$ cat src/rtl/int2fp_pkg.sv
// rtl/int2fp_pkg.sv - FP32 constants, rounding modes and round-increment helper
package int2fp_pkg;

    localparam int EXP_W = 8;
    localparam int MAN_W = 23;
    localparam int BIAS  = 127;

    typedef enum logic [2:0] {
        RM_RNE = 3'b000,
        RM_RTZ = 3'b001,
        RM_RDN = 3'b010,
        RM_RUP = 3'b011,
        RM_RMM = 3'b100
    } rm_e;

    // Decide whether the truncated mantissa must be bumped by one ulp
    function automatic logic round_inc(input rm_e rm, input logic sign, input logic lsb,
                                       input logic guard, input logic sticky);
        logic inc;
        case (rm)
            RM_RTZ:  inc = 1'b0;
            RM_RDN:  inc = sign & (guard | sticky);
            RM_RUP:  inc = ~sign & (guard | sticky);
            RM_RMM:  inc = guard;
            default: inc = guard & (sticky | lsb);
        endcase
        return inc;
    endfunction

endpackage

$ cat src/rtl/int2fp_pipe_lzc.sv
// rtl/int2fp_pipe_lzc.sv - combinational leading-zero counter
module lzc #(
    parameter int W = 32
) (
    input  logic [W-1:0]         in_vec,
    output logic [$clog2(W):0]   count,
    output logic                 all_zero
);
    localparam int CW = $clog2(W) + 1;

    // Scan upward so the highest set bit wins; an all-zero vector reports W
    always_comb begin
        count = CW'(W);
        for (int i = 0; i < W; i++) begin
            if (in_vec[i]) count = CW'(W - 1 - i);
        end
    end

    assign all_zero = ~|in_vec;

endmodule

$ cat src/rtl/int2fp_pipe.sv
// rtl/int2fp_pipe.sv - 3-stage integer to IEEE-754 single converter with backpressure
module int2fp_pipe
    import int2fp_pkg::*;
#(
    parameter int IN_W  = 32,
    parameter int TAG_W = 5
) (
    input  logic             clk,
    input  logic             rst_n,
    input  logic             in_valid,
    output logic             in_ready,
    input  logic [IN_W-1:0]  in_data,
    input  logic             in_signed,
    input  logic [2:0]       in_rm,
    input  logic [TAG_W-1:0] in_tag,
    output logic             out_valid,
    input  logic             out_ready,
    output logic [31:0]      out_data,
    output logic             out_nx,
    output logic [TAG_W-1:0] out_tag
);
    localparam int LZ_W   = $clog2(IN_W) + 1;
    localparam int FRAC_W = IN_W - 1;
    // Fraction bits below the hidden one, padded so mant/guard/sticky always exist
    localparam int EXT_W  = FRAC_W + MAN_W + 3;
    localparam int BODY_W = EXP_W + MAN_W;

    logic en;
    assign en       = ~out_valid | out_ready;
    assign in_ready = en;

    // Stage 1 inputs: sign/magnitude split and rounding-mode sanitising
    logic            in_neg;
    logic [IN_W-1:0] in_mag;
    rm_e             in_rm_e;
    assign in_neg  = in_signed & in_data[IN_W-1];
    assign in_mag  = in_neg ? -in_data : in_data;
    assign in_rm_e = (in_rm > 3'd4) ? RM_RNE : rm_e'(in_rm);

    logic             s1_valid, s1_sign;
    logic [IN_W-1:0]  s1_mag;
    rm_e              s1_rm;
    logic [TAG_W-1:0] s1_tag;

    // Stage 1 register
    always_ff @(posedge clk or negedge rst_n) begin
        if (!rst_n) begin
            s1_valid <= 1'b0;
            s1_sign  <= 1'b0;
            s1_mag   <= '0;
            s1_rm    <= RM_RNE;
            s1_tag   <= '0;
        end else if (en) begin
            s1_valid <= in_valid;
            s1_sign  <= in_neg;
            s1_mag   <= in_mag;
            s1_rm    <= in_rm_e;
            s1_tag   <= in_tag;
        end
    end

    logic [LZ_W-1:0]   s1_lz;
    logic              s1_zero;
    logic [FRAC_W-1:0] s1_frac;

    lzc #(.W(IN_W)) u_lzc (
        .in_vec   (s1_mag),
        .count    (s1_lz),
        .all_zero (s1_zero)
    );

    // The leading one is implicit after normalising, so only the bits below it are kept
    assign s1_frac = FRAC_W'(s1_mag << s1_lz);

    logic              s2_valid, s2_sign, s2_zero;
    logic [FRAC_W-1:0] s2_frac;
    logic [LZ_W-1:0]   s2_lz;
    rm_e               s2_rm;
    logic [TAG_W-1:0]  s2_tag;

    // Stage 2 register
    always_ff @(posedge clk or negedge rst_n) begin
        if (!rst_n) begin
            s2_valid <= 1'b0;
            s2_sign  <= 1'b0;
            s2_zero  <= 1'b1;
            s2_frac  <= '0;
            s2_lz    <= '0;
            s2_rm    <= RM_RNE;
            s2_tag   <= '0;
        end else if (en) begin
            s2_valid <= s1_valid;
            s2_sign  <= s1_sign;
            s2_zero  <= s1_zero;
            s2_frac  <= s1_frac;
            s2_lz    <= s1_lz;
            s2_rm    <= s1_rm;
            s2_tag   <= s1_tag;
        end
    end

    logic [EXT_W-1:0]  ext;
    logic [MAN_W-1:0]  mant;
    logic              guard, sticky, inc;
    logic [EXP_W-1:0]  exp_field;
    logic [BODY_W-1:0] body;

    assign ext       = {s2_frac, {(MAN_W + 3){1'b0}}};
    assign mant      = ext[EXT_W-1 -: MAN_W];
    assign guard     = ext[EXT_W-1-MAN_W];
    assign sticky    = |ext[EXT_W-2-MAN_W:0];
    assign exp_field = EXP_W'(BIAS + IN_W - 1) - EXP_W'(s2_lz);
    assign inc       = round_inc(s2_rm, s2_sign, mant[0], guard, sticky);
    // A mantissa carry-out ripples into the exponent field, giving mant = 0, exp + 1
    assign body      = {exp_field, mant} + BODY_W'(inc);

    // Stage 3 (output) register: pack sign/exponent/mantissa, force +0 for zero input
    always_ff @(posedge clk or negedge rst_n) begin
        if (!rst_n) begin
            out_valid <= 1'b0;
            out_data  <= '0;
            out_nx    <= 1'b0;
            out_tag   <= '0;
        end else if (en) begin
            out_valid <= s2_valid;
            out_data  <= s2_zero ? 32'h0000_0000 : {s2_sign, body};
            out_nx    <= ~s2_zero & (guard | sticky);
            out_tag   <= s2_tag;
        end
    end

endmodule

$ cat config.mk
export PLATFORM = sky130hd
export DESIGN_NAME = int2fp_pipe
export DESIGN_NICKNAME = d
export VERILOG_FILES = /design/src/rtl/int2fp_pkg.sv /design/src/rtl/int2fp_pipe_lzc.sv /design/src/rtl/int2fp_pipe.sv
export SDC_FILE = /design/constraint.sdc
export NUM_CORES = 1
export LEC_CHECK = 0
export BUFFER_PORTS_ARGS = -buffer_cell sky130_fd_sc_hd__buf_2
export CELL_PAD_IN_SITES_DETAIL_PLACEMENT = 0
export CELL_PAD_IN_SITES_GLOBAL_PLACEMENT = 1
export CORE_MARGIN = 2
export CORE_UTILIZATION = 49
export DETAILED_ROUTE_END_ITERATION = 7
export PLACE_DENSITY = 0.92
export SYNTH_ARGS = -nofsm -noshare
export SYNTH_HDL_FRONTEND = slang
export SYNTH_SLANG_ARGS = --single-unit
$ cat constraint.sdc
create_clock -name clk -period 6.23 [get_ports clk]
set_input_delay 1.246 -clock clk [delete_from_list [all_inputs] [get_ports clk]]
set_output_delay 1.246 -clock clk [all_outputs]
set_load 0.01 [all_outputs]
==> flow_metrics.py, run 1 <==
metrics = {
    "outcome": {
        "outcome": "complete, no violations",
    },
    "drt": {
        "wl_per_cell_um": 17.33,
        "ant_nets": 0,
        "drt-total-wl_um": 22220,
        "drc": 0,
        "viasPerCell": 5.771,
        "first_iter_violations": 565,
        "vias": 7398,
        "drtPass1Iterations": 8,
    },
    "floorplanning": {
        "start_util_pct": 49.99,
        "std_cell_rows": 47,
        "io_pins": 85,
        "die_x_um": 133.8,
        "die-area_mm2": 0.01791,
        "core_mm2": 0.01652,
        "die_h_um": 133.8,
    },
    "yosys": {
        "synth_top_flop_cell": "dfrtp_1",
        "synth-async-reset-ratio_pct": 100.0,
        "seq_area_frac_synth_pct": 39.09,
        "synth_warnings": 0,
        "yosysTopAreaCell": "dfrtp_1",
        "syn_area_per_cell_um2": 8.269,
        "synth.area.top_cells": "dfrtp_1 (39%), nand2_1 (9.5%), o21ai_0 (5.3%)",
        "synth_edf_count": 0,
        "syn-cell-area_mm2": 0.008260,
        "synth_cell_types": 73,
        "ys_ff_latch": 129,
        "syn_nets": 1049,
        "syn_inst": 999,
        "synth_top_area_share_pct": 38.78,
    },
    "worst_setup_path": {
        "reg2reg_to": "s2_frac[23]",
        "rr_startpoint": "s1_mag[24]",
        "start_kind": "register",
        "cp.arrival_ns": 4.44,
        "worstSetupPathType": "reg -> reg",
        "r2r_slack_ns": 2.08,
        "critPathRequiredTime_ns": 6.52,
        "cpLargestDelayFamily": "simple AND/OR/NAND/NOR gates",
        "slowest_delay_ns": 0.98,
        "cp_max_fo": 28,
        "critPathBufInv": 0,
        "path_cells": "or4_4 -> or3_4 -> a311oi_2 -> or2_1 -> mux2_2 -> mux2i_1 -> nor2_1 -> a2111oi_0 -> a211oi_1",
        "rr_worst_depth": 9,
        "crit_slowest_cell": "or2_1",
        "end_kind": "register",
    },
    "sta": {
        "final_max_slew_viol_count": 0,
        "hold_violations": 0,
        "worst_pin_slew_ns": 1.212,
        "fmax_mhz": 240.9,
        "fin_skew_ns": 0.009475,
        "hold_slack_ns": 0.4580,
        "slew_headroom_pct": 19.20,
        "finalSetupViolations": 0,
        "rsz0062_at_grt": "false",
        "fin_crit_sh_pct": 66.63,
        "fin_crit_ns": 4.151,
        "final.setup.tns_ns": 0,
    },
    "clocking": {
        "tritoncts": "done",
        "numClockSinks": 129,
        "clk_latency_ns": 0.42,
        "cts_inserted_buffers": 17,
        "clkTransAtPathRegs_ns": 0.06,
        "cts_buffer_depth": 2,
        "post_cts_buffers": 0,
        "hold_buffers": 0,
        "htreeDepth": 4,
        "cts_root_buffer": "clkbuf_16",
        "cts.repair.resized": 0,
    },
    "global_routing": {
        "antenna_found_initial": 0,
        "gr-total-overflow": 0,
        "grt_max_degree": 173,
        "grt_pass1_wl_um": 37040,
        "grt_usage_pct": 25.93,
        "grt_pass1_vias": 7107,
    },
    "final_layout": {
        "n_antenna_cell": 0,
        "final_nets": 1099,
        "area_growth_pct": 13.13,
        "drive_gt1_share_pct": 14.88,
    },
    "place": {
        "port_buffers": 84,
        "routabilityCongestion": 0.9253,
        "dp_hpwl_um": 15780,
    },
    "power_and_ir_drop": {
        "ir_drop_uv": 210.2,
        "power.density_mw_per_mm2": 468.2,
        "leakage_nw": 4.082,
    },
    "min_path": {
        "holdCritStartpoint": "s2_valid",
        "hold_class": "reg -> reg",
        "hold_depth": 1,
        "hold_path_end": "out_valid",
    },
    "job": {
        "maxCapViolations": 0,
    },
}
==> flip-flops by register name (all words and copies together) (netlist names), 3 cells and up <==
name,cells
out_data,32
out_tag,5
s1_mag,32
s1_rm,3
s1_tag,5
s2_frac,31
s2_lz,6
s2_rm,3
s2_tag,5
==> per-layer routing <==
layer / part of all wire (%) / global-route usage, % / up-vias
li1: - / - / 3646
met1: 45 / 35.35 / 3451
met2: 46 / 41.34 / 254
met3: 5.7 / 4.044 / 47
met4: 3.1 / 10.93 / 0
met5: 0 / 0 / -
==> Yosys cell counts, drive strengths merged, types with 5 or more instances <==
cell type,instances
a211oi,6
a21oi,42
a221oi,12
a22oi,5
a31oi,8
and2,9
and3,9
buf,24
clkbuf,41
dfrtp,128
ha,5
inv,14
mux2,13
mux2i,37
nand2,210
nand2b,8
nand3,25
nand4,7
nor2,87
nor2b,9
nor3,32
nor4,16
o211ai,8
o21ai,97
o22ai,6
o31ai,8
o41ai,5
or2,5
or4,5
xnor2,33
xor2,25
==> cell usage in the layout, fill, tap and decap left out, types with 8 or more instances in the layout <==
cell	synthesis	routed
a21oi_1	42	42
a221oi_1	10	10
a31oi_1	8	8
and2_1	9	9
and3_1	9	9
buf_2	5	83
buf_4	7	12
clkbuf_16	0	17
dfrtp_1	128	128
inv_1	14	14
mux2_2	9	9
mux2i_1	36	36
nand2_1	210	210
nand2b_1	8	8
nand3_1	25	25
nor2_1	86	85
nor2b_1	9	8
nor3_1	32	32
nor4_1	15	15
o21ai_0	88	88
o21ai_1	8	8
o31ai_1	8	8
xnor2_1	33	33
xor2_1	25	25
==> worst register-to-register path: cells and delay by family (launching register included) <==
| kind | cells | cell delay [ns] |
|---|---|---|
| compound gates | 3 | 0.89 |
| flops | 1 | 0.47 |
| mux | 2 | 0.69 |
| simple gates | 4 | 1.98 |
==> per-stage QoR <==
step	instance area (um2)	std cells	util, %	power [W]	setup slack, ns
after global placement	8746	1250	52.93	0.003333	2.217
final	9345	1282	56.55	0.004376	2.079
after detailed placement	8746	1250	52.93	0.003360	2.132
after CTS	9345	1282	56.55	0.004369	2.100
after global routing	9345	1282	56.55	0.004689	1.829
after floorplan	8260	999	-	0.002802	2.788
==> power by group <==
part	switching, W	internal, W
combinational	0.00111	0.000756
clock	0.000379	0.000621
sequential	0.000348	0.00116
total	0.00184	0.00253
==> cell type report <==
class | instances | area, um2
repair buffers | 96 | 525.5
clock buffers | 20 | 466.7
well taps | 220 | 275.3
multi-input cells | 791 | 4663
clock inverters | 12 | 132.6
flip-flops and latches | 129 | 3229
fillers | 1545 | 7179
inverters | 14 | 52.55
==> how the worst max path moves through the flow <==
stage / from / end / slack [ns] / cells past startpoint
finish: s1_mag[24] / s2_frac[23] / 2.08 / 9
detailed placement: s1_mag[24] / s2_frac[26] / 2.13 / 9
global route: s1_mag[24] / s2_frac[14] / 1.83 / 9
floorplan: out_ready / in_ready / 2.79 / 5
global placement: s1_mag[24] / s2_frac[26] / 2.22 / 9
CTS: s1_mag[24] / s2_frac[26] / 2.10 / 9
==> cell families (layout without fill, tap and decap cells) <==
group,Yosys count,after routing,share of synthesized area [%]
simple gates,434,434,23.46
compound gates,242,242,19.01
buf+inv,79,142,4.574
xor+xnor,58,58,6.150
fa+ha+maj,5,5,0.7573
flops,129,129,39.09
mux,52,52,6.952
Power figures use the tool's default switching activity.
==> run 2, diff against run 1 <==
--- a/config.mk
+++ b/config.mk
@@ -5,13 +5,14 @@
 export SDC_FILE = /design/constraint.sdc
 export NUM_CORES = 1
 export LEC_CHECK = 0
+export ABC_AREA = 1
 export BUFFER_PORTS_ARGS = -buffer_cell sky130_fd_sc_hd__buf_2
 export CELL_PAD_IN_SITES_DETAIL_PLACEMENT = 0
 export CELL_PAD_IN_SITES_GLOBAL_PLACEMENT = 1
 export CORE_MARGIN = 2
-export CORE_UTILIZATION = 49
+export CORE_UTILIZATION = 43
 export DETAILED_ROUTE_END_ITERATION = 7
-export PLACE_DENSITY = 0.92
+export PLACE_DENSITY = 0.86
 export SYNTH_ARGS = -nofsm -noshare
 export SYNTH_HDL_FRONTEND = slang
 export SYNTH_SLANG_ARGS = --single-unit
==> constraint.sdc (replaced) <==
create_clock -name clk -period 3.9 [get_ports clk]
set_input_delay 0.78 -clock clk [delete_from_list [all_inputs] [get_ports clk]]
set_output_delay 0.78 -clock clk [all_outputs]
set_load 0.01 [all_outputs]
==> run 2 against run 1 <==
Net effect: sequential power increased by 49%; sequential share of layout area increased by 0.12 points; clock power increased by 73%; via count increased by 4.1%; register-to-register slack got worse by 2.0 ns; die area increased by 9.8%; critical path type unchanged; largest power group unchanged.
==> flow_metrics.py, run 2 <==
metrics = {
    "outcome": {
        "outcome": "complete, no violations",
    },
    "sta": {
        "worst_pin_slew_ns": 0.9166,
        "fin_crit_sh_pct": 97.51,
        "fin_skew_ns": 0.009309,
        "final_max_slew_viol_count": 0,
        "fin_crit_ns": 3.803,
        "rsz0062_at_grt": "true",
        "final.setup.tns_ns": 0,
        "slew_headroom_pct": 38.83,
        "finalSetupViolations": 0,
        "fmax_mhz": 263.0,
        "hold_violations": 0,
    },
    "place": {
        "dp_hpwl_um": 15500,
        "port_buffers": 84,
        "place_area_mm2": 0.008611,
        "placed_cells": 1419,
        "routabilityCongestion": 0.9140,
    },
    "yosys": {
        "syn_nets": 1193,
        "synthTopCellsByCount": "nand2_1 (326), nand3_1 (193), dfrtp_1 (128)",
        "synth_warnings": 0,
        "yosysTopAreaCell": "dfrtp_1",
        "syn-cell-area_mm2": 0.007981,
        "synth_cell_types": 38,
        "synth-async-reset-ratio_pct": 100.0,
        "synth_edf_count": 0,
        "synth.area.top_cells": "dfrtp_1 (40%), nand2_1 (15%), nand3_1 (12%)",
        "synth_top_area_share_pct": 40.13,
        "syn_inst": 1143,
        "ys_ff_latch": 129,
        "synth_top_flop_cell": "dfrtp_1",
        "seq_area_frac_synth_pct": 40.46,
        "syn_area_per_cell_um2": 6.983,
        "yosysMostFrequentCell": "nand2_1",
    },
    "final_layout": {
        "final_common_cell": "nand2_1",
        "largestRegisters": "out_data (32), s1_mag (32), s2_frac (31)",
        "seqCellArea_mm2": 0.003229,
        "multi_input_area_mm2": 0.004173,
        "final_area_mm2": 0.009313,
        "n_antenna_cell": 0,
        "final_nets": 1263,
        "layout_common_cells": "nand2_1 (326), nand3_1 (193), dfrtp_1 (128)",
        "fillers": 1798,
        "instances_no_fill": 1455,
        "area_growth_pct": 16.68,
        "drive_gt1_share_pct": 14.19,
    },
    "global_routing": {
        "antenna_found_initial": 0,
        "gr-total-overflow": 0,
        "grt_max_degree": 101,
        "grt_pass1_vias": 7132,
        "grt_usage_pct": 22.56,
        "grt_pass1_wl_um": 36120,
    },
    "worst_setup_path": {
        "r2r_slack_ns": 0.1,
        "cpLargestDelayFamily": "simple AND/OR/NAND/NOR gates",
        "crit_slowest_cell": "dfrtp_1",
        "critPathRequiredTime_ns": 4.21,
        "end_kind": "register",
        "cp_num_cells": 35,
        "reg2reg_to": "out_data[29]",
        "rr_worst_depth": 35,
        "crit_path_frequent_cell": "inv_2",
        "crit_start": "s2_frac[2]",
        "critPathBufInv": 10,
        "start_kind": "register",
        "cp.arrival_ns": 4.11,
        "slowest_delay_ns": 0.32,
        "worstSetupPathType": "reg -> reg",
        "rr_startpoint": "s2_frac[2]",
        "endpoint": "out_data[29]",
        "cp_max_fo": 4,
    },
    "floorplanning": {
        "start_util_pct": 44.13,
        "die_h_um": 140.2,
        "core_mm2": 0.01809,
        "die-area_mm2": 0.01967,
        "std_cell_rows": 49,
        "io_pins": 85,
        "die_x_um": 140.2,
    },
    "clocking": {
        "clkTransAtPathRegs_ns": 0.06,
        "cts_buffer_depth": 2,
        "cts_root_buffer": "clkbuf_16",
        "tritoncts": "done",
        "clk_latency_ns": 0.42,
        "htreeDepth": 4,
        "numClockSinks": 129,
        "cts_inserted_buffers": 17,
        "hold_buffers": 0,
    },
    "power_and_ir_drop": {
        "power.density_mw_per_mm2": 751.8,
        "leakage_nw": 4.544,
        "ir_drop_uv": 375.1,
    },
    "min_path": {
        "hold_class": "in -> async",
    },
    "drt": {
        "ant_nets": 0,
        "drtPass1Iterations": 6,
        "viasPerCell": 5.295,
        "first_iter_violations": 534,
        "drt-total-wl_um": 21180,
        "drc": 0,
        "vias": 7704,
        "wl_per_cell_um": 14.56,
    },
    "job": {
        "maxCapViolations": 0,
    },
}
-- run 2: cell types whose count changed after synthesis, sizes merged, moves of 18 or more --
cell	before	now
xnor2	33	13
inv	14	110
buf	24	6
nand3	25	195
a21oi	42	15
nand2	210	333
mux2i	37	0
-- run 2: report_power, final --
part / total, W / internal (W) / switching, W
logic: 0.00302 / 0.00102 / 0.00201
registers: 0.00225 / 0.00185 / 0.000398
clock network: 0.00173 / 0.00110 / 0.000628
-- run 2: cells by family after synthesis --
family,count (synthesis),share of synthesized area (%)
AOI/OAI and AO/OA,159,11.35
buffers and inverters,162,7.728
DFF,129,40.46
and+or+nand+nor,656,36.17
xor gates and xnor gates,32,3.512
adders and majority gates,5,0.7838
-- run 2: layout make-up --
type / instances / area share [%]
sequential: 129 / 34.68
timing repair buffer: 103 / 6.113
clock buffer: 19 / 4.756
multi-input combinational: 852 / 44.81
tap: 229 / 3.077
clock inverter: 13 / 2.136
inverter: 110 / 4.434
-- run 2: timing repair --
item | CTS | global route
endpoints found under the setup margin | 2 | 6
setup buffers | 0 | 4
resized for setup | 2 | 6
-- run 2: how the worst min path moves through the flow --
stage | to | cells past startpoint | from
floorplan | out_valid | 2 | s2_valid
global placement | out_valid | 2 | s2_valid
detailed placement | s2_rm[2] | 2 | s1_rm[2]
CTS | out_valid | 2 | s2_valid
global route | out_valid | 2 | s2_valid
finish | s2_frac[20] | 1 | rst_n
-- run 2: per-layer routing --
metal	wire length (um)	GRT usage (%)
met1	10550	33.44
met2	9286	34.34
met3	955	3.009
met4	388	7.071
met5	0	0
-- run 2: through the flow --
step,total power [W],worst slack (ns),hold slack (ns),util (%)
4_1_cts,0.007018,0.03701,0.4636,51.21
3_5_place_dp,0.005264,-0.03835,0.4581,47.61
5_1_grt,0.007592,-0.2413,0.4876,51.49
6_report,0.007002,0.09707,0.4276,51.49
3_3_place_gp,0.005237,0.2184,0.4368,47.61
2_1_floorplan,0.004298,0.5612,0.4198,-
-- run 2: worst register-to-register path: cells and delay by family (launching register included) --
family / cells / cell delay [ns]
fa+ha+maj: 1 / 0.26
flops: 1 / 0.32
simple gates: 21 / 2.01
buf+inv: 10 / 0.62
compound gates: 3 / 0.48
